==> src/rtl/systolic_drv_pkg.sv <==
// rtl/systolic_drv_pkg.sv - shared types and width helpers for the systolic stimulus driver
//
// Purpose: sweep state encoding plus width helpers used by systolic_stim_driver
//          and systolic_nor_model.
// Contents:
//   drvState_t   - IDLE / APPLY / EMIT / DONE
//   vecWidth     - N = ROW + COLUMN, width of the swept vector
//   countWidth   - N + 1, wide enough to hold 2^N sampled ones
//   settleWidth  - $clog2(SETTLE + 1), width of the settle counter
package systolic_drv_pkg;

   typedef enum logic [1:0] {
      IDLE  = 2'd0,
      APPLY = 2'd1,
      EMIT  = 2'd2,
      DONE  = 2'd3
   } drvState_t;

   function automatic int vecWidth(input int row, input int column);
      return row + column;
   endfunction

   function automatic int countWidth(input int row, input int column);
      return row + column + 1;
   endfunction

   function automatic int settleWidth(input int settle);
      return $clog2(settle + 1);
   endfunction

endpackage

==> src/rtl/systolic_nor_model.sv <==
// rtl/systolic_nor_model.sv - combinational golden ROW x COLUMN NOR array
//
// Purpose: reference array used to cross-check the external array output.
//          Each cell is NOR(left, up); inRow[i] is the left input of row i,
//          inColumn[j] is the upper input of column j, out is the bottom-right cell.
// Ports:
//   inRow     in   ROW     row inputs, feed column 0
//   inColumn  in   COLUMN  column inputs, feed row 0
//   out       out  1       value of cell [ROW-1][COLUMN-1]
module systolic_nor_model
   import systolic_drv_pkg::*;
#(
   parameter int ROW    = 4,
   parameter int COLUMN = 11
) (
   input  logic [ROW-1:0]    inRow,
   input  logic [COLUMN-1:0] inColumn,
   output logic              out
);

   // Rows are evaluated top to bottom; prevRow carries the cells of the row
   // above so every cell sees its "up" neighbour without a 2-D net.
   always_comb begin
      logic [COLUMN-1:0] prevRow;
      logic [COLUMN-1:0] curRow;
      logic              leftVal;
      logic              upVal;
      prevRow = inColumn;
      curRow  = '0;
      for (int i = 0; i < ROW; i++) begin
         leftVal = inRow[i];
         for (int j = 0; j < COLUMN; j++) begin
            upVal     = prevRow[j];
            curRow[j] = ~(leftVal | upVal);
            leftVal   = curRow[j];
         end
         prevRow = curRow;
      end
      out = prevRow[COLUMN-1];
   end

endmodule

==> src/rtl/systolic_stim_driver.sv <==
// rtl/systolic_stim_driver.sv - exhaustive stimulus sweep and result capture for a NOR array
//
// Purpose: drives {in_row,in_column} through 0 .. 2^N-1, holds each vector for
//          SETTLE cycles, samples dut_out and streams (vector, bit) over a
//          valid/ready handshake while counting sampled ones.
// Optional: SYSTOLIC_DRV_CHECK_EN adds an internal golden NOR model plus the
//           mismatch / mismatch_count outputs.
// Ports:
//   clk, rst        clock, asynchronous active-high reset
//   start           begin a sweep (honoured only in IDLE)
//   busy, done      sweep in progress / one-cycle completion pulse
//   in_row          row vector to the array (upper ROW bits of V)
//   in_column       column vector to the array (lower COLUMN bits of V)
//   dut_out         array output
//   res_valid       result available; res_ready accepts it
//   res_vec         vector that produced res_bit
//   res_bit         sampled dut_out
//   ones_count      sampled ones in the current or last sweep
//   mismatch        (optional) model and dut_out differed for this result
//   mismatch_count  (optional) mismatching samples in this sweep
module systolic_stim_driver
   import systolic_drv_pkg::*;
#(
   parameter int ROW    = 4,
   parameter int COLUMN = 11,
   parameter int SETTLE = 2
) (
   input  logic                  clk,
   input  logic                  rst,
   input  logic                  start,
   output logic                  busy,
   output logic                  done,
   output logic [ROW-1:0]        in_row,
   output logic [COLUMN-1:0]     in_column,
   input  logic                  dut_out,
   output logic                  res_valid,
   input  logic                  res_ready,
   output logic [ROW+COLUMN-1:0] res_vec,
   output logic                  res_bit,
   output logic [ROW+COLUMN:0]   ones_count
`ifdef SYSTOLIC_DRV_CHECK_EN
   ,
   output logic                  mismatch,
   output logic [ROW+COLUMN:0]   mismatch_count
`endif
);

   localparam int N  = vecWidth(ROW, COLUMN);
   localparam int CW = countWidth(ROW, COLUMN);
   localparam int SW = settleWidth(SETTLE);

   drvState_t         stateReg;
   drvState_t         stateNext;
   logic [N-1:0]      vecReg;
   logic [SW-1:0]     settleCnt;
   logic              settleLast;
   logic              lastVec;

   assign in_row     = vecReg[N-1:COLUMN];
   assign in_column  = vecReg[COLUMN-1:0];
   assign settleLast = (settleCnt == SW'(1));
   assign lastVec    = (vecReg == {N{1'b1}});

   always_ff @(posedge clk or posedge rst) begin
      if (rst) stateReg <= IDLE;
      else     stateReg <= stateNext;
   end

   always_comb begin
      stateNext = stateReg;
      busy      = 1'b0;
      done      = 1'b0;
      res_valid = 1'b0;
      case (stateReg)
         IDLE: begin
            if (start) stateNext = APPLY;
         end
         APPLY: begin
            busy = 1'b1;
            if (settleLast) stateNext = EMIT;
         end
         EMIT: begin
            busy      = 1'b1;
            res_valid = 1'b1;
            if (res_ready) stateNext = lastVec ? DONE : APPLY;
         end
         DONE: begin
            done      = 1'b1;
            stateNext = IDLE;
         end
         default: stateNext = IDLE;
      endcase
   end

`ifdef SYSTOLIC_DRV_CHECK_EN
   logic modelOut;

   systolic_nor_model #(
      .ROW    (ROW),
      .COLUMN (COLUMN)
   ) uModel (
      .inRow    (in_row),
      .inColumn (in_column),
      .out      (modelOut)
   );

   always_ff @(posedge clk or posedge rst) begin
      if (rst) begin
         mismatch       <= 1'b0;
         mismatch_count <= '0;
      end else if (stateReg == IDLE && start) begin
         mismatch_count <= '0;
      end else if (stateReg == APPLY && settleLast) begin
         mismatch <= (modelOut != dut_out);
         if (modelOut != dut_out) mismatch_count <= mismatch_count + CW'(1);
      end
   end
`else
   // No golden model in this build; the sweep datapath below is unaffected.
`endif

   // V only moves on the edge leaving EMIT, so the array inputs are steady
   // for the whole settle window.
   always_ff @(posedge clk or posedge rst) begin
      if (rst) begin
         vecReg     <= '0;
         settleCnt  <= '0;
         res_vec    <= '0;
         res_bit    <= 1'b0;
         ones_count <= '0;
      end else begin
         case (stateReg)
            IDLE: begin
               if (start) begin
                  vecReg     <= '0;
                  ones_count <= '0;
                  settleCnt  <= SW'(SETTLE);
               end
            end
            APPLY: begin
               if (settleLast) begin
                  res_bit <= dut_out;
                  res_vec <= vecReg;
                  if (dut_out) ones_count <= ones_count + CW'(1);
               end else begin
                  settleCnt <= settleCnt - SW'(1);
               end
            end
            EMIT: begin
               if (res_ready && !lastVec) begin
                  vecReg    <= vecReg + N'(1);
                  settleCnt <= SW'(SETTLE);
               end
            end
            default: ;
         endcase
      end
   end

endmodule

==> config.mk <==
export PLATFORM = sky130hd
export DESIGN_NAME = systolic_stim_driver
export DESIGN_NICKNAME = d
export VERILOG_FILES = /design/src/rtl/systolic_drv_pkg.sv /design/src/rtl/systolic_nor_model.sv /design/src/rtl/systolic_stim_driver.sv
export SDC_FILE = /design/constraint.sdc
export NUM_CORES = 1
export LEC_CHECK = 0
export BUFFER_PORTS_ARGS = -buffer_cell sky130_fd_sc_hd__buf_2
export CORE_ASPECT_RATIO = 1.25
export CORE_MARGIN = 2
export CORE_UTILIZATION = 30
export CTS_BUF_LIST = sky130_fd_sc_hd__clkbuf_4 sky130_fd_sc_hd__clkbuf_8
export CTS_CLUSTER_DIAMETER = 80
export DETAILED_ROUTE_END_ITERATION = 6
export PLACE_DENSITY_LB_ADDON = 0.08
export SETUP_SLACK_MARGIN = 0.1
export SYNTH_ARGS = -nofsm -noshare
export SYNTH_HDL_FRONTEND = slang
export SYNTH_HIERARCHICAL = 1
export SYNTH_SLANG_ARGS = --single-unit
export TNS_END_PERCENT = 20
==> constraint.sdc <==
create_clock -name clk -period 2.1 [get_ports clk]
set_clock_uncertainty 0.1 [all_clocks]
set_input_delay 0 -clock clk [delete_from_list [all_inputs] [get_ports clk]]
set_output_delay 0 -clock clk [all_outputs]
set_load 0.02 [all_outputs]
==> flow_summary.toml <==
[outcome]
status = "finished, final reports clean"

[drt]
via_per_inst = 5.239
routedWlPerCell_um = 16.02
drt-initial-drc-count = 69
drt-pass1-iter-count = 4
wl_met3_um = 226
vias = 2394
wl_um = 7320
wl_met2_um = 4040
top_layer = "met4"
ant_nets = 0
drt-met1-wl_um = 2961
drcViolationCount = 0

[worst_setup_path]
r2r_end = "ones_count[9]"
worstRegToRegCells = 6
r2r_setup_slack_ns = 0.05
cp-start-kind = "register"
reg2reg_from = "stateReg[1]"
crit_slowest_cell = "or4_4"
cp_num_cells = 6
slowest_delay_ns = 0.59
critPathBufInv = 1
worstSetupPathType = "register to register"
path_delay_family = "simple AND/OR/NAND/NOR gates"
arrival_ns = 2.19
end_kind = "register"
cp_cell_sequence = "inv_2 -> ha_4 -> a21boi_4 -> or4_4 -> or3_4 -> a21oi_2"
crit_fanout = 8
worst_ep_required_time_ns = 2.24

[clock_tree]
cts_buffers = 5
cts.reportedPaths.clkPinSlew_ns = 0.10
tritoncts = "built"
clkLatencyLatePin_ns = 0.31
cts_root_buffer = "clkbuf_8"
cts_num_sinks = 51
htreeDepth = 2
clockBufferDepth = 2

[global_routing]
grt_antenna_before_repair = 0
grt_usage_pct = 16.18
grt_pass1_vias = 2414
grt_max_degree = 33
grt_pass1_wl_um = 12080
grt-ovfl-total = 0

[hold_path]
min_to = "vecReg[14]"
hold_class = "input pin to register"
holdPathStages = 4
min_from = "start"

[sta]
max-slew-margin-rel_pct = 67.28
max_slew.worst_pin.slew_ns = 0.4864
setup_viol = 0
post-route-min-period_ns = 2.046
finalCritPeriodShare_pct = 97.45
rsz0062_at_grt = "true"
timing_hold_violations_final = 0
fmax_mhz = 488.7
drv_slew = 0
whs_ns = 0.08677

[pwr]
p_leak_nw = 1.697
peakVddDrop_v = 0.0004667
p_per_area_nw_per_um2 = 1013

[placed_design]
postPlaceCellArea_um2 = 3221
port_buffers = 54
gp_congestion = 0.8102
dp_hpwl_um = 5168

[yosys]
synth_area_leaders = "dfrtp_1 49%, mux2_2 5.6%, ha_1 3.8%"
ys_ff_latch = 51
synth_cell_types = 42
seq_area_frac_synth_pct = 48.80
synth_enable_flop_cells = 0
avgSynthCellArea_um2 = 9.831
syn_inst = 266
synth_top_area_share_pct = 48.80
synth_area_um2 = 2615
ys.flop_type = "dfrtp_1"
synth_nets = 279
synth_top_area_cell = "dfrtp_1"
yosysWarnings = 6
async_reset_ff_share_pct = 100.0

[die]
fp.dieH_um = 108.4
fp.dieW_um = 87.51
rows = 38
start_util_pct = 30.56
ios = 55
die_area_um2 = 9484
core-area_um2 = 8558

[final_layout]
antenna_cells = 0
drive_gt1_share_pct = 40.34
nets = 370
final_cell_area_um2 = 3541
syn_to_final_growth_pct = 35.41
final_common_cell = "buf_2"
layout_common_cells = "54 x buf_2, 50 x dfrtp_1, 35 x buf_4, 25 x nand2_1, 18 x nor2_1"

[flow_run]
cap_viol_max_count = 0
## worst register-to-register path: cells and delay by family, from the launching register on
| family | cells | cell delay (ns) |
|---|---|---|
| compound gates | 2 | 0.28 |
| simple gates | 2 | 0.94 |
| fa+ha+maj | 1 | 0.20 |
| buf+inv | 1 | 0.08 |
| flops | 1 | 0.39 |
## cells by family after synthesis
kind of cell	Yosys count	synth area share [%]
compound gates	63	15.41
xor+xnor	4	1.340
fa+ha+maj	8	3.828
buf+inv	21	3.349
flops	51	48.80
mux	17	7.273
simple gates	102	20.00
## per-layer routing
metal	track usage, %	vias up
met5	0	-
met4	4.725	0
met3	2.366	8
met2	29.60	48
met1	19.33	1180
li1	-	1158
## registers in the layout, summed over array words and instances, names as in the netlist
signal      count
vecReg         15
res_bit         1
stateReg        2
settleCnt       2
res_vec        15
ones_count     16
## worst max-delay path by stage
stage,startpoint,end,slack (ns)
2_1_floorplan,stateReg[1],ones_count[10],0.05
5_1_grt,stateReg[1],ones_count[9],-0.01
3_5_place_dp,stateReg[0],vecReg[12],-0.11
6_report,stateReg[1],ones_count[9],0.05
3_3_place_gp,stateReg[0],vecReg[8],-0.04
4_1_cts,stateReg[0],ones_count[11],0.04
## area by class of cell
| cell class | count | area (um^2) |
|---|---|---|
| fill | 873 | 5017 |
| multi-input combinational | 194 | 1394 |
| sequential | 51 | 1277 |
| timing repair buffer | 93 | 593.1 |
| tap | 100 | 125.1 |
| clock buffer | 6 | 76.32 |
| inverter | 12 | 45.04 |
| clock inverter | 1 | 30.03 |
## where the power goes
group | switching [mW] | internal [mW]
registers | 0.0809 | 1.09
clock network | 0.340 | 0.363
logic | 0.937 | 0.772
total | 1.36 | 2.23
## cells in the mapped netlist (all sizes together), types with 2 or more instances
cell	number
clkbuf	7
mux2i	4
mux2	13
inv	12
nand2	25
nand4	8
a31oi	15
a21oi	13
and4	2
xnor2	4
ha	8
nor4	9
or3	7
a21boi	2
dfrtp	51
o21ai	17
nor2	18
a31o	2
o31ai	2
nand2b	7
or4	3
nor3	7
a21o	2
nand3	13
## metrics by stage
| stage | power (mW) | setup WS, ns | utilization [%] | instances | setup TNS (ns) |
|---|---|---|---|---|---|
| 2_1_floorplan | 2.119 | 0.05107 | - | 266 | 0 |
| 6_report | 3.586 | 0.05356 | 41.37 | 457 | 0 |
| 4_1_cts | 3.456 | 0.03554 | 39.81 | 449 | 0 |
| 5_1_grt | 3.839 | -0.01323 | 41.37 | 457 | -0.02434 |
| 3_3_place_gp | 2.585 | -0.04108 | 37.63 | 436 | -0.2194 |
| 3_5_place_dp | 2.591 | -0.1087 | 37.63 | 436 | -0.8879 |
## repair_timing
item,in CTS,in global routing
hold buffers,2,0
setup buffers,4,8
pin swaps,8,8
resized for setup,3,16
endpoints found under the setup margin,20,21
hold endpoints to repair,20,0
Power figures use the tool's default switching activity.
